==> config.mk <==
export PLATFORM = sky130hd
export DESIGN_NAME = ets_phase_stepper
export DESIGN_NICKNAME = d
export VERILOG_FILES = /design/src/rtl/ets_phase_stepper.sv
export SDC_FILE = /design/constraint.sdc
export NUM_CORES = 1
export LEC_CHECK = 0
export BUFFER_PORTS_ARGS = -buffer_cell sky130_fd_sc_hd__buf_2
export CAP_MARGIN = 10
export CORE_MARGIN = 5
export CORE_UTILIZATION = 35
export DETAILED_ROUTE_END_ITERATION = 8
export PLACE_DENSITY = 0.65
export SYNTH_ARGS = -nofsm -noshare
export SYNTH_HDL_FRONTEND = slang
export SYNTH_SLANG_ARGS = --single-unit
==> constraint.sdc <==
create_clock -name ref_clk -period 2.78 [get_ports ref_clk]
set_input_delay 0.834 -clock ref_clk [delete_from_list [all_inputs] [get_ports ref_clk]]
set_output_delay 0.834 -clock ref_clk [all_outputs]
set_load 0.01 [all_outputs]
==> src/rtl/ets_phase_stepper.sv <==
// rtl/ets_phase_stepper.sv - walks a DCM phase shifter one step at a time to a requested position
//
// Ports:
//   ref_clk       sole clock (DCM phase-shift domain)
//   reset_n       synchronous active-low reset
//   target        requested phase position, steps above calibration
//   target_valid  target offer; taken when target_ready is high
//   target_ready  high only while idle
//   dcm_lock      DCM locked; a drop means the DCM returned to calibration phase
//   psen          one-cycle phase-shift enable pulse to the DCM
//   psincdec      step direction, 1 = increment
//   psdone        DCM completion pulse for the last psen
//   position      current phase position in steps
//   settled       position equals the last accepted target
//   timeout_err   sticky psdone timeout flag
// Optional feature: define ETS_PHASE_TIMEOUT_EN to abort into FAULT when
// psdone does not arrive within TIMEOUT_CYCLES cycles; otherwise WAIT waits
// forever and timeout_err is tied low.
module ets_phase_stepper #(
  parameter int TIMEOUT_CYCLES = 1023
) (
  input  logic       ref_clk,
  input  logic       reset_n,
  input  logic [7:0] target,
  input  logic       target_valid,
  output logic       target_ready,
  input  logic       dcm_lock,
  output logic       psen,
  output logic       psincdec,
  input  logic       psdone,
  output logic [7:0] position,
  output logic       settled,
  output logic       timeout_err
);

  typedef enum logic [2:0] {
    S_IDLE, S_STEP, S_PULSE, S_WAIT, S_FAULT
  } state_t;

  state_t     r_state, w_state_nxt;
  logic [7:0] r_target, w_target_nxt;
  logic [7:0] r_position, w_position_nxt;
  logic [7:0] w_pos_stepped;
  logic       r_psen, w_psen_nxt;
  logic       r_psincdec, w_psincdec_nxt;
  logic       r_settled, w_settled_nxt;
  logic       r_ready, w_ready_nxt;

`ifdef ETS_PHASE_TIMEOUT_EN
  localparam int CW = $clog2(TIMEOUT_CYCLES + 1);
  localparam logic [CW-1:0] C_LAST = CW'(TIMEOUT_CYCLES - 1);
  logic [CW-1:0] r_count, w_count_nxt;
  logic          r_timeout_err, w_timeout_err_nxt;
`endif

  always_comb begin
    w_state_nxt    = r_state;
    w_target_nxt   = r_target;
    w_position_nxt = r_position;
    w_psincdec_nxt = r_psincdec;
    w_settled_nxt  = r_settled;
`ifdef ETS_PHASE_TIMEOUT_EN
    w_count_nxt       = r_count;
    w_timeout_err_nxt = r_timeout_err;
`endif

    // Completed step never moves past the target, so position cannot wrap.
    w_pos_stepped = r_position;
    if (r_psincdec && (r_position < r_target))
      w_pos_stepped = r_position + 8'd1;
    else if (!r_psincdec && (r_position > r_target))
      w_pos_stepped = r_position - 8'd1;

    case (r_state)
      S_IDLE: begin
        if (!dcm_lock) begin
          w_position_nxt = 8'd0;
          w_settled_nxt  = 1'b0;
        end
        if (target_valid) begin
          w_target_nxt  = target;
          w_settled_nxt = 1'b0;
          w_state_nxt   = S_STEP;
        end
      end
      S_STEP: begin
        // Lock loss outranks the arrival check: the DCM is back at calibration.
        if (!dcm_lock) begin
          w_position_nxt = 8'd0;
          w_settled_nxt  = 1'b0;
        end else if (r_position == r_target) begin
          w_settled_nxt = 1'b1;
          w_state_nxt   = S_IDLE;
        end else begin
          w_psincdec_nxt = (r_target > r_position);
          w_state_nxt    = S_PULSE;
        end
      end
      S_PULSE, S_WAIT: begin
        // psdone in the PULSE cycle itself completes the step.
        if (!dcm_lock) begin
          w_position_nxt = 8'd0;
          w_settled_nxt  = 1'b0;
          w_state_nxt    = S_STEP;
        end else if (psdone) begin
          w_position_nxt = w_pos_stepped;
          w_state_nxt    = S_STEP;
        end else if (r_state == S_PULSE) begin
          w_state_nxt = S_WAIT;
`ifdef ETS_PHASE_TIMEOUT_EN
          w_count_nxt = '0;
`endif
        end else begin
`ifdef ETS_PHASE_TIMEOUT_EN
          if (r_count == C_LAST) begin
            w_timeout_err_nxt = 1'b1;
            w_state_nxt       = S_FAULT;
          end else begin
            w_count_nxt = r_count + 1'b1;
          end
`endif
        end
      end
      S_FAULT: begin
        // Held until reset_n.
      end
      default: w_state_nxt = S_IDLE;
    endcase

    w_psen_nxt  = (w_state_nxt == S_PULSE);
    w_ready_nxt = (w_state_nxt == S_IDLE);
  end

  always_ff @(posedge ref_clk) begin
    if (!reset_n) begin
      r_state    <= S_IDLE;
      r_target   <= 8'd0;
      r_position <= 8'd0;
      r_psen     <= 1'b0;
      r_psincdec <= 1'b0;
      r_settled  <= 1'b1;
      r_ready    <= 1'b1;
    end else begin
      r_state    <= w_state_nxt;
      r_target   <= w_target_nxt;
      r_position <= w_position_nxt;
      r_psen     <= w_psen_nxt;
      r_psincdec <= w_psincdec_nxt;
      r_settled  <= w_settled_nxt;
      r_ready    <= w_ready_nxt;
    end
  end

`ifdef ETS_PHASE_TIMEOUT_EN
  always_ff @(posedge ref_clk) begin
    if (!reset_n) begin
      r_count       <= '0;
      r_timeout_err <= 1'b0;
    end else begin
      r_count       <= w_count_nxt;
      r_timeout_err <= w_timeout_err_nxt;
    end
  end
  assign timeout_err = r_timeout_err;
`else
  assign timeout_err = 1'b0;
`endif

  assign target_ready = r_ready;
  assign psen         = r_psen;
  assign psincdec     = r_psincdec;
  assign position     = r_position;
  assign settled      = r_settled;

endmodule

==> out/metrics.csv, run 1 <==
metric;value;unit
ys_seq_elements;23;
ir_drop;0.000280;V
timing.fmax;333;MHz
core_area;4320;µm²
synth_edf_count;0;
synth_top_family_by_area;compound AO/OA/AOI/OAI gates;
min_period;3.00;ns
crit_buf_inv;1;
fin_cells;293;
clkTransAtPathRegs;0.08;ns
slew_headroom;0.618;
routabilityCongestion;0.800;
worstSetupPathType;flip-flop to flip-flop;
antenna_left;0;
hold_viol;0;
syn_area_per_cell;8.55;µm²
synthFlopType;dfxtp_1;
fin_area;2110;µm²
path_cells;inv_4 > ha_4 > nor2b_1 > o211ai_1 > a21o_2 > nand2_2 > nand3_4 > ha_4 > a211oi_4 > o21bai_2 > o41ai_4 > nand4_1 > nor3b_2 > a311o_1;
via_per_inst;5.01;
grtUsageTotal;0.133;
die_y;76.5;µm
synthArstFlopShare;0;
cp_data_required_time;2.93;ns
initial_core_util;0.358;
drv_cap;0;
clk_latency;0.26;ns
syn-num-nets;209;
grt_start_max_net_pins;21;
crit_arrival;3.15;ns
drt-total-wl;3890;µm
startpoint_type;flip-flop;
grt_pass1_vias;1454;
cts_sinks;23;
synthSimpleGateAreaFrac;0.221;
holdWs;0.463;ns
grt-ovfl-total;0;
die_area;5850;µm²
port_buffers;24;
ys_warn_count;0;
worst_pin_slew;0.571;ns
area_growth;36.6;%
clockRootBuffer;clkbuf_8;
hold_class;flip-flop to flip-flop;
crit_top_cell;ha_4;
diodes;0;
cts_max_level;1;
detailed_place_hpwl;2890;µm
slew_viol_final;0;
status;complete, but fails checks;
drtPass1Iterations;4;
fin_skew;0.00407;ns
finalCritPeriodShare;1.08;
post_cts_hold_buffer_count;0;
rsz0062_at_grt;yes;
power.leakage;0.957;nW
synth_commonest_cells;nand2_1 (33), dfxtp_1 (23), ha_1 (14);
synth-adder-area-share;0.126;
synth.area.top_cells;dfxtp_1 (30%), ha_1 (11%), nand2_1 (8.0%), mux2i_1 (4.5%), a21boi_1 (3.4%);
cpPeakStageDelay;0.37;ns
setup_violations;3;
p_per_area;363;nW/µm²
cts_buffers;3;
cts_tree;done;
antenna_found_initial;0;
die_w;76.5;µm
cts_buffer_depth;2;
placed_area;1920;µm²
num_rows;24;
drcViolationCount;0;
endpoint_kind;flip-flop;
violations;negative setup slack;
synth-xor-area-share;0.0113;
synth_compound_area_frac;0.228;
mappedNetlistArea;1550;µm²
drive_gt1_frac;0.386;
synth_most_common_cell;nand2_1;
io_pins;26;
synth_mux_area_frac;0.0453;
preCtsSetupSlack;-0.218;ns
num_vias;1469;
finalPower;0.767;mW
wl_per_cell;13.3;µm
setup_ws;-0.221;ns
nNetsFinal;270;
slowest_stage;dfxtp_4;
path_max_fanout;7;
synth.distinct_cells;53;
fin_util;0.489;
grt_pass1_wl;6570;µm
placed_cells;278;
drtIter0Drc;56;
fin_tns_setup;-0.394;ns
synth_top_area_frac;0.297;
crit_family;compound AO/OA/AOI/OAI gates;
syn_inst;181;
yosysSeqAreaShare;0.297;
synth_top_cell_by_area;dfxtp_1;
## cells in the final DEF (no fill, tap or decap), types with 3 or more instances in the layout
cell type / count
inv_1: 11
a21boi_1: 7
nand3_1: 5
ha_1: 10
buf_2: 24
dfxtp_1: 21
ha_4: 4
o21ai_0: 4
nand2_1: 32
clkbuf_8: 3
nand4_1: 3
o211ai_1: 4
inv_4: 3
mux2i_1: 7
nor2_1: 6
nor2b_1: 4
a21oi_1: 9
buf_4: 36
## registers in the layout, summed over array words and instances, names as in the netlist
register and flops:
psincdec 1, psen 1, r_target 8, r_state 3, position 8, settled 1
target_ready 1
## where the power goes
group	leakage (nW)	internal [mW]	switching, mW	total (mW)
sequential	0.189	0.343	0.0101	0.353
clock	0.0228	0.102	0.105	0.207
combinational	0.745	0.107	0.101	0.208
total	0.957	0.552	0.216	0.767
## tightest hold or removal path: stages, from the launching register on
cell      delay [ns]
dfxtp_1         0.32
nand2_1         0.05
a21boi_1        0.05
## cell type report
cell class / count / area [µm²]
clock buffers: 4 / 45.0
inverters: 15 / 63.8
multi-input cells: 138 / 1070
flip-flops and latches: 23 / 465
fillers: 428 / 2210
well taps: 52 / 65.1
repair buffers: 61 / 402
## worst paths after layout
kind	slack, ns	start	depth (start not counted)	to
min	0.46	r_target[2]	2	r_target[2]
max reg2reg	-0.22	position[1]	14	position[7]
max	-0.22	position[1]	14	position[7]
min reg2reg	0.46	r_target[2]	2	r_target[2]
## routing by layer
| metal | up-vias | routed length, µm | GRT usage |
|---|---|---|---|
| li1 | 754 | - | - |
| met1 | 690 | 1760 | 0.163 |
| met2 | 23 | 1930 | 0.233 |
| met3 | 2 | 192 | 0.0390 |
| met4 | 0 | 13 | 0.0192 |
| met5 | - | 0 | 0 |
## cells by family after synthesis
| family | after synthesis |
|---|---|
| AO/OA/AOI/OAI | 45 |
| multiplexers | 7 |
| XOR/XNOR | 2 |
| other | 1 |
| adder cells (fa/ha/maj) | 15 |
| flip-flops | 23 |
| buffers and inverters | 20 |
| AND/OR/NAND/NOR | 68 |
## what timing repair did
action | 4_1_cts | 5_1_grt
gates resized for setup | 12 | 4
gates cloned | 0 | 0
buffers inserted | 10 | 3
pin swaps | 6 | 5
setup endpoints to repair | 2 | 4
Note: power is estimated with default switching activity, not from simulation.
==> run 2: changes to the inputs <==
==> config.mk (replaced) <==
export PLATFORM = sky130hd
export DESIGN_NAME = ets_phase_stepper
export DESIGN_NICKNAME = d
export VERILOG_FILES = /design/src/rtl/ets_phase_stepper.sv
export SDC_FILE = /design/constraint.sdc
export NUM_CORES = 1
export LEC_CHECK = 0
export CAP_MARGIN = 10
export CORE_MARGIN = 5
export CORE_UTILIZATION = 35
export DETAILED_ROUTE_END_ITERATION = 8
export DONT_BUFFER_PORTS = 1
export PLACE_DENSITY = 0.6
export SYNTH_ARGS = -nofsm -noshare
export SYNTH_HDL_FRONTEND = slang
export SYNTH_SLANG_ARGS = --single-unit
==> out/metrics.csv, run 2 (synthesized netlist as in run 1, its figures left out) <==
metric;value;unit;change
grt_pass1_vias;1315;;-9.6%
via_per_inst;5.06;;+1.0%
grt-ovfl-total;0;;unchanged
fin_cells;262;;-11%
power.leakage;0.828;nW;-13%
wl_per_cell;13.7;µm;+3.3%
area_growth;26.9;%;
path_max_fanout;7;;unchanged
num_rows;24;;unchanged
worst_pin_slew;0.531;ns;-0.0400 ns
grt_start_max_net_pins;21;;unchanged
drv_cap;0;;unchanged
clockRootBuffer;clkbuf_8;;
fin_area;1960;µm²;-7.1%
setup_ws;-0.100;ns;+0.120 ns
holdWs;0.464;ns;+0.00103 ns
grtUsageTotal;0.127;;-0.00578
port_buffers;0;;-100%
power_frac_seq;0.485;;+0.025
nNetsFinal;239;;-11%
cts_buffer_depth;2;;unchanged
clkTransAtPathRegs;0.08;ns;about the same
antenna_found_initial;0;;unchanged
clock_power_share;0.276;;+0.006
antenna_left;0;;unchanged
diodes;0;;unchanged
clk_latency;0.26;ns;about the same
min_period;2.88;ns;-0.120 ns
ir_drop;0.000306;V;+9.1%
worstSetupPathType;flip-flop to flip-flop;;
slew_headroom;0.645;;+0.0267
die_y;76.5;µm;unchanged
detailed_place_hpwl;2880;µm;-0.28%
slew_viol_final;0;;unchanged
cts_sinks;23;;unchanged
cts_buffers;3;;unchanged
timing.fmax;347;MHz;+4.2%
drive_gt1_frac;0.310;;-0.0764
num_vias;1327;;-9.7%
cts_max_level;1;;unchanged
fin_util;0.454;;-0.0347
grt_pass1_wl;6210;µm;-5.5%
setup_violations;3;;unchanged
switching_share;0.270;;-0.0108
status;complete, but fails checks;;
cp_data_required_time;2.93;ns;about the same
drtPass1Iterations;4;;unchanged
p_sw;0.198;mW;-8.1%
violations;negative setup slack;;
io_pins;26;;unchanged
intPower;0.535;mW;-3.0%
drtIter0Drc;29;;-48%
p_per_area;373;nW/µm²;+2.9%
rsz0062_at_grt;yes;;
cts_tree;done;;
hold_viol;0;;unchanged
crit_arrival;3.03;ns;-0.12 ns
die_w;76.5;µm;unchanged
drcViolationCount;0;;unchanged
placed_area;1790;µm²;-7.0%
core_area;4320;µm²;unchanged
mostFrequentLayoutCell;nand2_1;;
endpoint_kind;flip-flop;;
routabilityCongestion;0.785;;-1.9%
initial_core_util;0.358;;unchanged
startpoint_type;flip-flop;;
drt-total-wl;3590;µm;-7.6%
fin_tns_setup;-0.156;ns;+0.239 ns
post_cts_hold_buffer_count;0;;unchanged
final_cell_mix;nand2_1 (32), buf_4 (29), dfxtp_1 (19);;
hold_class;flip-flop to flip-flop;;
comb_power_share;0.239;;-0.032
die_area;5850;µm²;unchanged
fin_skew;0.00421;ns;+0.000133 ns
placed_cells;252;;-9.4%
finalCritPeriodShare;1.04;;-0.0432
## run 2: changes by cell type in the layout (fill, tap and decap cells not counted), moves of 2 or more
cell / change
buf_2: -24
dfxtp_2: +2
nor3b_2: -2
dfxtp_1: -2
nor3b_1: +2
buf_4: -7
## run 2: routing by layer
metal / track usage / routed length [µm] / up-vias
li1: - / - / 694
met2: 0.208 / 1660 / 23
met3: 0.0378 / 192 / 2
met4: 0.0157 / 12 / 0
met5: 0 / 0 / -
met1: 0.169 / 1730 / 608
## run 2: cell type report
cell class | instances | area [µm²]
Fill cell | 440 | 2360
Multi-Input combinational cell | 138 | 1090
Sequential cell | 23 | 468
Timing Repair Buffer | 30 | 229
Tap cell | 52 | 65.1
Inverter | 15 | 63.8
Clock buffer | 4 | 45.0
## run 2: timing repair
item | in CTS | in global routing
gates resized for setup | 7 | 10
endpoints found under the setup margin | 3 | 3
setup buffers | 3 | 3
pin swaps | 6 | 8
## run 2: power by group through the flow
stage	combinational [mW]	clock [mW]	sequential, mW
finish	0.175	0.202	0.356
detailed placement	0.150	0	0.362
global placement	0.149	0	0.363
global route	0.196	0.224	0.358
CTS	0.162	0.213	0.356
floorplan	0.112	0	0.360
## run 2: worst max-delay path, cell delays in order (launching register included)
cell and delay, ns:
dfxtp_4 0.36, inv_4 0.04, ha_4 0.25, nor2b_4 0.12, o211ai_1 0.08, a21o_2 0.21, nand2_2 0.09, nand3_4 0.15
ha_4 0.28, a211oi_4 0.22, o21bai_2 0.12, o41ai_4 0.25, a211oi_1 0.11, o21bai_1 0.17, a311o_1 0.30
## run 2: path summary, 6_finish.rpt
check | from | endpoint | slack (ns) | depth (start not counted)
min | r_target[5] | r_target[5] | 0.46 | 2
max reg2reg | position[1] | position[7] | -0.10 | 14
min reg2reg | r_target[5] | r_target[5] | 0.46 | 2
max | position[1] | position[7] | -0.10 | 14
## run 2: per-stage QoR
stage / worst slack [ns] / power, mW
2_1_floorplan: -0.0618 / 0.472
3_3_place_gp: -0.130 / 0.511
3_5_place_dp: -0.145 / 0.513
4_1_cts: -0.115 / 0.731
5_1_grt: -0.292 / 0.777
6_report: -0.100 / 0.733
==> run 3: changes to the inputs <==
--- a/config.mk
+++ b/config.mk
@@ -5,12 +5,13 @@
 export SDC_FILE = /design/constraint.sdc
 export NUM_CORES = 1
 export LEC_CHECK = 0
+export ABC_AREA = 1
 export CAP_MARGIN = 10
 export CORE_MARGIN = 5
 export CORE_UTILIZATION = 35
 export DETAILED_ROUTE_END_ITERATION = 8
 export DONT_BUFFER_PORTS = 1
-export PLACE_DENSITY = 0.6
+export PLACE_DENSITY = 0.58
 export SYNTH_ARGS = -nofsm -noshare
 export SYNTH_HDL_FRONTEND = slang
 export SYNTH_SLANG_ARGS = --single-unit
==> constraint.sdc (replaced) <==
create_clock -name ref_clk -period 3.5 [get_ports ref_clk]
set_input_delay 1.05 -clock ref_clk [delete_from_list [all_inputs] [get_ports ref_clk]]
set_output_delay 1.05 -clock ref_clk [all_outputs]
set_load 0.01 [all_outputs]
==> out/metrics.csv, run 3 <==
metric;value;unit;change
mappedNetlistArea;1520;µm²;-1.6%
area_growth;6.24;%;
synthFlopType;dfxtp_1;;
antenna_found_initial;0;;unchanged
initial_core_util;0.355;;-0.00332
grt-ovfl-total;0;;unchanged
synth.area.top_cells;dfxtp_1 (30%), ha_1 (12%), nand2_1 (9.9%), nor2_1 (6.9%), inv_1 (6.7%);;
core_area;4290;µm²;-0.69%
startpoint_type;flip-flop;;
drv_cap;0;;unchanged
detailed_place_hpwl;2700;µm;-6.4%
holdWs;0.464;ns;-0.000269 ns
grt_start_max_net_pins;13;;-38%
num_vias;1269;;-4.4%
worstSetupPathType;flip-flop to flip-flop;;
comb_power_share;0.243;;+0.004
synth_compound_area_frac;0.136;;-0.0916
die_w;76.0;µm;-0.71%
min_period;2.83;ns;-0.0458 ns
syn_inst;210;;+16%
startpoint;position[7];;
r2r-start;position[7];;
fin_skew;0.00479;ns;+0.000579 ns
post_cts_hold_buffer_count;0;;unchanged
r2r_setup_slack;0.67;ns;+0.77 ns
synth.distinct_cells;33;;-38%
placed_cells;259;;+2.8%
drcViolationCount;0;;unchanged
cts_setup_buffers;0;;-3
endpoint_kind;flip-flop;;
synthArstFlopShare;0;;unchanged
cts_buffer_depth;2;;unchanged
worst_pin_slew;0.502;ns;-0.0286 ns
p_sw;0.192;mW;-3.4%
wl_per_cell;12.9;µm;-6.2%
grtUsageTotal;0.127;;-0.000166
status;complete, no violations;;
nNetsFinal;240;;+0.42%
ys_seq_elements;23;;unchanged
setup_violations;0;;-3
fin_tns_setup;0;ns;+0.156 ns
synth-adder-area-share;0.128;;+0.00207
fin_area;1620;µm²;-18%
diodes;0;;unchanged
fin_cells;263;;+0.38%
grt_pass1_wl;6080;µm;-2.1%
synth_top_area_frac;0.302;;+0.00489
io_pins;26;;unchanged
synth-xor-area-share;0.0173;;+0.00594
ir_drop;0.000139;V;-54%
yosysSeqAreaShare;0.302;;+0.00489
antenna_left;0;;unchanged
synth_commonest_cells;nand2_1 (40), nor2_1 (28), inv_1 (27);;
n_fill_cell;475;;+8.0%
drtPass1Iterations;6;;+2
synth_edf_count;0;;unchanged
die_area;5770;µm²;-1.4%
routabilityCongestion;0.869;;+11%
cts_tree;done;;
cts_max_level;1;;unchanged
hold_viol;0;;unchanged
cp_data_required_time;3.64;ns;+0.71 ns
hold_class;flip-flop to flip-flop;;
syn_area_per_cell;7.25;µm²;-15%
clockRootBuffer;clkbuf_8;;
cts_resized;0;;-7
synthSimpleGateAreaFrac;0.324;;+0.103
switching_share;0.318;;+0.0474
preCtsSetupSlack;0.684;ns;+0.829 ns
cts_sinks;23;;unchanged
syn-num-nets;238;;+14%
p_per_area;373;nW/µm²;-0.16%
crit_arrival;2.97;ns;-0.06 ns
intPower;0.412;mW;-23%
setup_ws;0.665;ns;+0.766 ns
slew_headroom;0.665;;+0.0200
clock_power_share;0.275;;about the same
clkTransAtPathRegs;0.09;ns;about the same
rsz0062_at_grt;no;;
die_y;76.0;µm;-0.71%
r2r.worst_path.cells;17;;+3
endpoint;position[7];;
synth_top_family_by_area;simple AND/OR/NAND/NOR gates;;
slew_viol_final;0;;unchanged
path_max_fanout;10;;+3
mostFrequentLayoutCell;nand2_1;;
num_rows;24;;unchanged
timing.fmax;353;MHz;+1.6%
port_buffers;0;;unchanged
drive_gt1_frac;0.133;;-0.177
finalPower;0.603;mW;-18%
grt_pass1_vias;1288;;-2.1%
power_frac_seq;0.482;;-0.003
via_per_inst;4.83;;-4.7%
ys_warn_count;0;;unchanged
cts_buffers;3;;unchanged
drtIter0Drc;56;;+93%
synth_top_cell_by_area;dfxtp_1;;
power.leakage;0.723;nW;-13%
fin_util;0.377;;-0.0775
final_cell_mix;nand2_1 (40), nor2_1 (28), inv_1 (27);;
drt-total-wl;3390;µm;-5.8%
finalCritPeriodShare;0.810;;-0.226
synth_mux_area_frac;0;;-0.0453
placed_area;1570;µm²;-12%
reg2reg_to;position[7];;
synth_most_common_cell;nand2_1;;
clk_latency;0.26;ns;about the same
-- run 3: cell types whose count changed in the layout (fill, tap and decap cells not counted), sizes merged, moves of 4 or more --
| cell | previous run | this run |
|---|---|---|
| a21boi | 8 | 1 |
| mux2i | 7 | 0 |
| nand2 | 33 | 46 |
| o211ai | 4 | 0 |
| nand3 | 6 | 13 |
| nor2b | 4 | 0 |
| nor2 | 6 | 33 |
| buf | 30 | 0 |
| a21oi | 12 | 17 |
| inv | 15 | 31 |
-- run 3: cell type report --
| class | count | area [µm²] | share of cell area |
|---|---|---|---|
| well taps | 52 | 65.1 | 0.0402 |
| flip-flops and latches | 23 | 460 | 0.285 |
| multi-input cells | 153 | 926 | 0.572 |
| inverters | 31 | 121 | 0.0750 |
| clock buffers | 4 | 45.0 | 0.0278 |
-- run 3: kinds of logic after synthesis --
logic type,after synthesis
buffers and inverters,34
xor gates and xnor gates,3
AOI/OAI and AO/OA,35
DFF,23
and+or+nand+nor,99
adders and majority gates,15
other,1
-- run 3: worst min-delay path by stage --
stage / from / endpoint / slack [ns] / cells after the start
2_1_floorplan: r_target[0] / r_target[0] / 0.43 / 2
3_3_place_gp: r_target[0] / r_target[0] / 0.45 / 2
3_5_place_dp: r_target[0] / r_target[0] / 0.45 / 2
4_1_cts: r_target[0] / r_target[0] / 0.46 / 2
5_1_grt: r_target[0] / r_target[0] / 0.47 / 2
6_report: r_target[0] / r_target[0] / 0.46 / 2
-- run 3: layer usage --
metal / track usage / part of all wire / wire length (µm)
met1: 0.167 / 0.49 / 1660
met2: 0.205 / 0.45 / 1510
met3: 0.0213 / 0.044 / 149
met4: 0.0516 / 0.019 / 66
met5: 0 / 0 / 0
-- run 3: power groups by stage --
stage               Sequential, mW  Combinational (mW)  Clock, mW
finish                       0.291               0.146      0.166
floorplan                    0.294               0.125          0
global route                 0.293               0.170      0.196
CTS                          0.291               0.148      0.174
global placement             0.297               0.147          0
detailed placement           0.297               0.147          0
-- run 3: critical path, cell delays in order (launching register included) --
cell	delay, ns
dfxtp_1	0.45
inv_1	0.16
ha_1	0.35
a21o_1	0.17
nor2_2	0.14
nand2_2	0.11
nand2_4	0.14
ha_1	0.31
nand2_1	0.10
inv_1	0.05
nand4_1	0.08
nand3_1	0.12
a21boi_0	0.21
nand3_1	0.10
nand2_1	0.06
nor2_1	0.04
nor2_1	0.08
nor2_1	0.04
